`src/rtl/gpu_pkg.sv`:
```
// Shared types, default widths and helpers for the kernel block dispatcher.
package gpu_pkg;

  localparam int unsigned DefBlockIdWidth = 8;
  localparam int unsigned DefCycleWidth   = 32;
  localparam int unsigned MaxCores        = 16;

  typedef enum logic [1:0] {
    StIdle,
    StDispatch,
    StDrain,
    StDone
  } dispatch_state_t;

  function automatic logic [4:0] popcount(input logic [MaxCores-1:0] v);
    logic [4:0] n;
    n = '0;
    for (int i = 0; i < MaxCores; i++) begin
      n = n + {4'b0000, v[i]};
    end
    return n;
  endfunction

  function automatic int unsigned ptr_width(input int unsigned n);
    return (n > 1) ? $clog2(n) : 1;
  endfunction

endpackage

```
`src/rtl/core_select.sv`:
```
// Combinational free-core picker: lowest-index by default, round-robin from a
// pointer when BLOCK_DISPATCH_RR_EN is defined.
module core_select import gpu_pkg::*; #(
  parameter int unsigned NUM_CORES = 2
) (
  input  logic [NUM_CORES-1:0]            free_i,
`ifdef BLOCK_DISPATCH_RR_EN
  input  logic [ptr_width(NUM_CORES)-1:0] ptr_i,
`endif
  output logic                            found_o,
  output logic [NUM_CORES-1:0]            grant_o
);

  logic [NUM_CORES-1:0] req;

`ifdef BLOCK_DISPATCH_RR_EN
  logic [NUM_CORES-1:0] upper;

  // Prefer free cores at or above the pointer; wrap to the bottom otherwise.
  always_comb begin
    upper = free_i & ({NUM_CORES{1'b1}} << ptr_i);
    req   = (|upper) ? upper : free_i;
  end
`else
  always_comb begin
    req = free_i;
  end
`endif

  // Isolate the lowest set bit of the request vector.
  always_comb begin
    found_o = |free_i;
    grant_o = req & (~req + NUM_CORES'(1));
  end

endmodule

```
`src/rtl/block_dispatcher.sv`:
```
// Kernel launch controller: issues thread blocks to free cores and tracks completion.
// Optional round-robin core selection under BLOCK_DISPATCH_RR_EN.
module block_dispatcher import gpu_pkg::*; #(
  parameter int unsigned NUM_CORES      = 2,
  parameter int unsigned BLOCK_ID_WIDTH = DefBlockIdWidth,
  parameter int unsigned CYCLE_WIDTH    = DefCycleWidth
) (
  input  logic                                clk,
  input  logic                                reset,
  input  logic                                start,
  input  logic [BLOCK_ID_WIDTH-1:0]           num_blocks,
  output logic                                busy,
  output logic                                done,
  output logic [NUM_CORES-1:0]                core_start,
  output logic [NUM_CORES*BLOCK_ID_WIDTH-1:0] core_block_id,
  input  logic [NUM_CORES-1:0]                core_done,
  output logic [BLOCK_ID_WIDTH-1:0]           blocks_dispatched,
  output logic [BLOCK_ID_WIDTH-1:0]           blocks_completed,
  output logic [CYCLE_WIDTH-1:0]              kernel_cycles
);

  localparam int unsigned BW = BLOCK_ID_WIDTH;

  dispatch_state_t state_q, state_d;
  logic [BW-1:0] num_q, num_d;
  logic [BW-1:0] disp_q, disp_d;
  logic [BW-1:0] comp_q, comp_d;
  logic [CYCLE_WIDTH-1:0] cycles_q, cycles_d;
  logic [NUM_CORES-1:0] free_q, free_d;
  logic [NUM_CORES-1:0][BW-1:0] ids_q, ids_d;
  logic [NUM_CORES-1:0] grant, done_valid;
  logic found;

`ifdef BLOCK_DISPATCH_RR_EN
  localparam int unsigned PtrW = ptr_width(NUM_CORES);
  logic [PtrW-1:0] ptr_q, ptr_d;
`endif

  core_select #(
    .NUM_CORES(NUM_CORES)
  ) u_core_select (
    .free_i (free_q),
`ifdef BLOCK_DISPATCH_RR_EN
    .ptr_i  (ptr_q),
`endif
    .found_o(found),
    .grant_o(grant)
  );

  always_comb begin
    state_d    = state_q;
    num_d      = num_q;
    disp_d     = disp_q;
    comp_d     = comp_q;
    cycles_d   = cycles_q;
    free_d     = free_q;
    ids_d      = ids_q;
    core_start = '0;
`ifdef BLOCK_DISPATCH_RR_EN
    ptr_d      = ptr_q;
`endif
    // Completions from cores we never dispatched to are dropped.
    done_valid = core_done & ~free_q;

    unique case (state_q)
      StIdle, StDone: begin
        if (start) begin
          state_d  = StDispatch;
          num_d    = num_blocks;
          disp_d   = '0;
          comp_d   = '0;
          cycles_d = '0;
          free_d   = '1;
`ifdef BLOCK_DISPATCH_RR_EN
          ptr_d    = '0;
`endif
        end
      end
      StDispatch, StDrain: begin
        comp_d = comp_q + BW'(popcount(MaxCores'(done_valid)));
        free_d = free_q | done_valid;
        if (cycles_q != '1) cycles_d = cycles_q + CYCLE_WIDTH'(1);
        if (state_q == StDispatch) begin
          if (disp_q != num_q && found) begin
            core_start = grant;
            free_d     = free_d & ~grant;
            disp_d     = disp_q + BW'(1);
            for (int c = 0; c < NUM_CORES; c++) begin
              if (grant[c]) begin
                ids_d[c] = disp_q;
`ifdef BLOCK_DISPATCH_RR_EN
                ptr_d    = PtrW'((c + 1) % NUM_CORES);
`endif
              end
            end
          end
          if (disp_d == num_q) state_d = StDrain;
        end else if (comp_d == num_q) begin
          state_d = StDone;
        end
      end
      default: state_d = StIdle;
    endcase
  end

  always_ff @(posedge clk) begin
    if (reset) begin
      state_q  <= StIdle;
      num_q    <= '0;
      disp_q   <= '0;
      comp_q   <= '0;
      cycles_q <= '0;
      free_q   <= '1;
      ids_q    <= '0;
`ifdef BLOCK_DISPATCH_RR_EN
      ptr_q    <= '0;
`endif
    end else begin
      state_q  <= state_d;
      num_q    <= num_d;
      disp_q   <= disp_d;
      comp_q   <= comp_d;
      cycles_q <= cycles_d;
      free_q   <= free_d;
      ids_q    <= ids_d;
`ifdef BLOCK_DISPATCH_RR_EN
      ptr_q    <= ptr_d;
`endif
    end
  end

  // ids_d already carries the fresh id for the core being started this cycle.
  always_comb begin
    busy              = (state_q == StDispatch) || (state_q == StDrain);
    done              = (state_q == StDone);
    core_block_id     = ids_d;
    blocks_dispatched = disp_q;
    blocks_completed  = comp_q;
    kernel_cycles     = cycles_q;
  end

endmodule

```
`config.mk`:
```
export PLATFORM = sky130hd
export DESIGN_NAME = block_dispatcher
export DESIGN_NICKNAME = d
export VERILOG_FILES = /design/src/rtl/gpu_pkg.sv /design/src/rtl/core_select.sv /design/src/rtl/block_dispatcher.sv
export SDC_FILE = /design/constraint.sdc
export NUM_CORES = 1
export LEC_CHECK = 0
export ABC_AREA = 1
export CORE_MARGIN = 1
export CORE_UTILIZATION = 53
export DETAILED_ROUTE_END_ITERATION = 16
export PLACE_DENSITY = 0.84
export SLEW_MARGIN = 10
export SYNTH_ARGS = -nofsm -noshare
export SYNTH_HDL_FRONTEND = slang
export SYNTH_SLANG_ARGS = --single-unit
export TNS_END_PERCENT = 10
```
`constraint.sdc`:
```
create_clock -name clk -period 2.7 [get_ports clk]
set_input_delay 0.405 -clock clk [delete_from_list [all_inputs] [get_ports clk]]
set_output_delay 0.405 -clock clk [all_outputs]
set_load 0.1 [all_outputs]
```
After elaboration in Yosys (flattened, before gate mapping). Cells that the tools add are included.

Add/sub/neg operators: 5. Bitwise gates (word level): 6. Equal/unequal tests: 12. Reductions and logical operators: 10. Muxes and demuxes: 27.

Operator list (count): 2-to-1 mux 32 bit (2); one-hot mux 32 bit (2 select lines) (1); 2-to-1 mux 8 bit (7); 2-to-1 mux 16 bit (3); adder 32 x 1 -> 32 bit, second input constant (1); inequality test 32 bit, second input constant (1); one-hot mux 8 bit (2 select lines) (2); 2-to-1 mux 2 bit (10); equality test 8 bit (2); adder 8 x 1 -> 8 bit, second input constant (1); adder 8 x 2 -> 8 bit (1); inequality test 8 bit (1); one-hot mux 2 bit (2 select lines) (2); bitwise AND 2 bit (3); inequality test 2 bit, second input constant (3); inequality test 3 bit, second input constant (2); AND reduction 2 bit (3); OR reduction 2 bit (3); equality test 2 bit, second input constant (2); NOT 2 bit (2); AND reduction 3 bit (1); adder 1 x 1 -> 2 bit (1); adder 2 x 1 -> 2 bit, second input constant (1); equality test 2 x 1 -> 1 bit, second input constant (1); other kinds (4) (4).

Output and inout bits: 68. Flip-flop bits (word level): 76.

Longest topological paths before layout.
Depth after elaboration: 9. Depth in mapped cells: 18. Depth with buffers taken out: 18.

By module. A second synthesis with hierarchy kept.

Cell total of the unflattened synthesis: 621. Area, all modules: 4249.1 um^2.

By module, submodules not included: block_dispatcher (times used 1, cells an instance 616, area an instance 4226.6 um^2, sequential area each 1521.5 um^2); core_select (times used 1, cells an instance 5, area an instance 22.5 um^2, sequential area each 0.0 um^2).

Worst setup path after synthesis. No wires, ideal clock.

Kind: flip-flop to output port. From: register disp_q[0] (netlist: blocks_dispatched[0]). To: output port core_block_id[0]. Data required time: 2295 ps. Setup slack: -1125 ps. Arrival: 3420 ps. Cell stages (with the launch flop): 13. Path through: dfxtp_1 -> inv_1 -> nand2_1 -> nand2_1 -> nand2_1 -> nor2_2 -> nand2_4 -> buf_6 -> nand3_1 -> inv_1 -> or2_2 -> o21ai_0 -> inv_1.

Word-level cells in the longest chain between the ends: 5. Elaborated cells between the ends (all ways): 6. Those cells by class: eq/ne (1); mux (4); reduce/logical (1).

Ends and longest elaborated chain: start, declared (line block_dispatcher.sv:26) `logic [BW-1:0] disp_q, disp_d;`; start signal, assigned (line block_dispatcher.sv:121) `disp_q <= disp_d;`; inequality test 8 bit (line block_dispatcher.sv:84) `if (disp_q != num_q && found) begin`; logical AND 1 bit (line block_dispatcher.sv:84); 2-to-1 mux 16 bit (*) (line block_dispatcher.sv:84); 2-to-1 mux 16 bit (*) (line block_dispatcher.sv:83) `if (state_q == StDispatch) begin`; 2-to-1 mux 16 bit (*) (line block_dispatcher.sv:65) `unique case (state_q)`; end, declared (line block_dispatcher.sv:15) `output logic [NUM_CORES*BLOCK_ID_WIDTH-1:0] core_block_id,`.

Mark *: on every way between the ends. The rest lies on a longest branch, timed or not.

Worst setup path in the final report.
From: register num_q[2]. To: output port core_block_id[14].

Word-level cells in the longest chain between the ends: 5.

Ends and longest elaborated chain: start, declared (line block_dispatcher.sv:25) `logic [BW-1:0] num_q, num_d;`; start signal, assigned (line block_dispatcher.sv:120) `num_q <= num_d;`; inequality test 8 bit (line block_dispatcher.sv:84); logical AND 1 bit (line block_dispatcher.sv:84); 2-to-1 mux 16 bit (line block_dispatcher.sv:84); 2-to-1 mux 16 bit (line block_dispatcher.sv:83); 2-to-1 mux 16 bit (line block_dispatcher.sv:65).

No other way between the ends.

==> impl_results.md <==
* CP Buf/Inv Count at 4
* Tmin final at 2.691 ns
* Synth area leader: dfxtp_1
* Residual DRC at 0
* Max Fanout on Critical Path at 8
* Antenna violations before repair at 0
* Seq. cell area at 1564 um2
* Pwr Total at 4.766 mW
* Multi-input gate area at 2462 um2
* Count leader, synth: nand2_1
* Period utilisation layout at 0.9967
* Initial core utilization at 0.5532
* ANT cells at 0
* Mapped Cells at 631
* Total iterations of the first detailed-routing run at 7
* Slowest cell on crit path: dfxtp_2
* Cell family with most CP delay: simple AND/OR/NAND/NOR gates
* Clk Latency, worst-skew pair at 0.36 ns
* Top_reg_cell synth: dfxtp_1
* Clock Skew at 0.01476 ns
* Max Fclk at 371.6 MHz
* CP max stage delay at 0.37 ns
* Clk slew on worst S/H paths at 0.09 ns
* Placed insts at 813
* Die Wd at 92.04 um
* Post-synth top area share at 0.3541
* Synth async-reset ratio at 0
* DRT iter0 DRCs at 389
* Vias in the first global route at 4301
* Worst-Margin Slew at 0.4487 ns
* Post-Syn Nets at 652
* Slew headroom at 0.6985
* Hold Path Depth at 2
* Leakage at 2.444 nW
* Routability Congestion at 0.8926
* Post-DP HPWL at 9087 um
* Final hold vios at 0
* Gr usage total at 0.3032
* FF+latch count, synth at 76
* VDD IR max at 0.3585 mV
* Crit path launch type: flop
* Final Instance Count excl. Fillers at 839
* Post-synth EDFFs at 0
* Top cells by area, synth: dfxtp_1 35%, nand2_1 11%, inv_1 7.2%, nor2_1 5.9%, a21oi_1 4.4%
* Crit path depth at 13
* Synthesized cell area at 4297 um2
* Hold Crit Class: reg2reg
* Arrival time at the worst endpoint at 2.29 ns
* Core Area at 7767 um2
* Remaining global-route overflow at 0
* Layout Nets at 753
* Most instantiated cells after synthesis: 126 x nand2_1, 82 x inv_1, 76 x dfxtp_1
* Total number of vias at 4686
* Status: completed
* Max-Cap Viols at 0
* Pwr Density at 820.7 nW/um2
* Io pins at 81
* R2R depth at 13
* CTS root buffer: clkbuf_8
* Depth of the CTS H-tree at 3
* Die Height at 92.04 um
* CTS max path bufs at 2
* Largest net degree at the start of global routing at 28
* Die area at 8470 um2
* Worst path cell trace: xnor2_2 > nand2_2 > nor2_2 > nand2_4 > nand2_8 > nor4_4 > buf_6 > nand2_8 > inv_8 > or2_1 > o21ai_2 > inv_2 > buf_12
* Unique masters post-synth at 42
* Post-DR wirelength/cell at 14.96 um
* Total negative slack at 0 ns
* DRT Wirelength at 12550 um
* CP Capture Type: output port
* Final setup fails at 0
* Layout area overhead at 35.15%
* Ys Warns at 0
* Cell mode on critical path: nand2_8
* RSZ-0062 raised after global routing: yes
* Filler cells at 625
* Hold slack final at 0.4934 ns
* Share of layout cells above drive strength 1 at 0.2836
* Site Rows at 32
* Pins Over Slew Limit at 0
* Syn Area/Cell at 6.809 um2
* Seq/Total Area, Yosys at 0.3541
* Vias per cell at 5.585
* Critical path data required time at 2.30 ns
* # port buffers at 80
* WS Path Type: reg2out
* CTS Buf Count at 9
* Final ANT Viol Nets at 0
* First-pass GRT wire length at 20360 um
* CTS tree: built
* Clk sinks at 76
[routing by layer]
| metal | part of all wire | vias to the layer above | global-route usage |
|---|---|---|---|
| met2 | 0.50 | 234 | 0.5249 |
| li1 | - | 2261 | - |
| met4 | 0.018 | 0 | 0.1250 |
| met5 | 0 | - | 0 |
| met3 | 0.074 | 21 | 0.03566 |
| met1 | 0.41 | 2170 | 0.3807 |
[placed cells by master (no fill, tap or decap), types with 4 or more instances in the layout]
cell type,n
nand2_1,121
buf_4,71
nor2_1,66
inv_1,65
dfxtp_1,62
a21oi_1,37
nand3_1,33
inv_2,27
o21ai_0,26
nor3_1,25
buf_12,19
nand4_1,18
o21ai_2,13
clkdlybuf4s50_1,12
or2_1,11
nand2_2,10
xor2_1,10
dfxtp_4,10
clkbuf_8,9
o21ai_1,8
nor4_1,7
ha_1,7
nor2_2,6
nand3_2,5
a211oi_1,5
a21oi_2,4
o21a_1,4
dfxtp_2,4
[tightest hold or removal path, stage by stage (launching register included)]
cell      delay (ns)
dfxtp_1         0.34
inv_1           0.06
a211oi_1        0.05
[cell families after synthesis]
kind of cell	count (synthesis)	synth area share
fa+ha+maj	8	0.02504
xor+xnor	16	0.03611
simple gates	318	0.3512
compound gates	102	0.1302
flops	76	0.3541
buf+inv	111	0.1034
[power breakdown]
part	internal [mW]	switching [mW]
combinational	0.788	1.66
clock	0.490	0.474
sequential	1.24	0.121
total	2.51	2.25
[through the flow]
step | instance area (um2) | setup WS, ns | util
floorplan | 4375 | -0.2586 | -
global placement | 5396 | -0.1002 | 0.6947
detailed placement | 5396 | -0.1915 | 0.6947
CTS | 5732 | -0.003507 | 0.7379
global route | 5807 | -0.1287 | 0.7476
finish | 5807 | 0.008930 | 0.7476
[cell type report]
cell class	instances	share of cell area
Clock buffer	10	0.02564
Sequential cell	76	0.2693
Inverter	97	0.06701
Multi-Input combinational cell	445	0.4240
Clock inverter	6	0.01207
Tap cell	102	0.02198
Timing Repair Buffer	103	0.1799
[worst paths after layout]
check / endpoint / startpoint / slack (ns)
worst max register to register: kernel_cycles[26] / state_q[0] / 0.18
worst max-delay path: core_block_id[14] / num_q[2] / 0.009
worst min register to register: kernel_cycles[9] / kernel_cycles[9] / 0.49
worst min-delay path: kernel_cycles[9] / kernel_cycles[9] / 0.49
[state kept, by name (all words and copies together) (netlist names)]
signal and count:
num_q 8, state_q 2, ids_q 16, kernel_cycles 32
free_q 2, blocks_dispatched 8, blocks_completed 8
[what timing repair did]
| action | 4_1_cts | 5_1_grt |
|---|---|---|
| hold buffers | 0 | 0 |
| gates cloned | 1 | 0 |
| resized for setup | 28 | 19 |
| buffers inserted | 6 | 3 |
| setup endpoints to repair | 12 | 15 |
| pin swaps | 3 | 4 |
(Power assumes the default switching activity.)
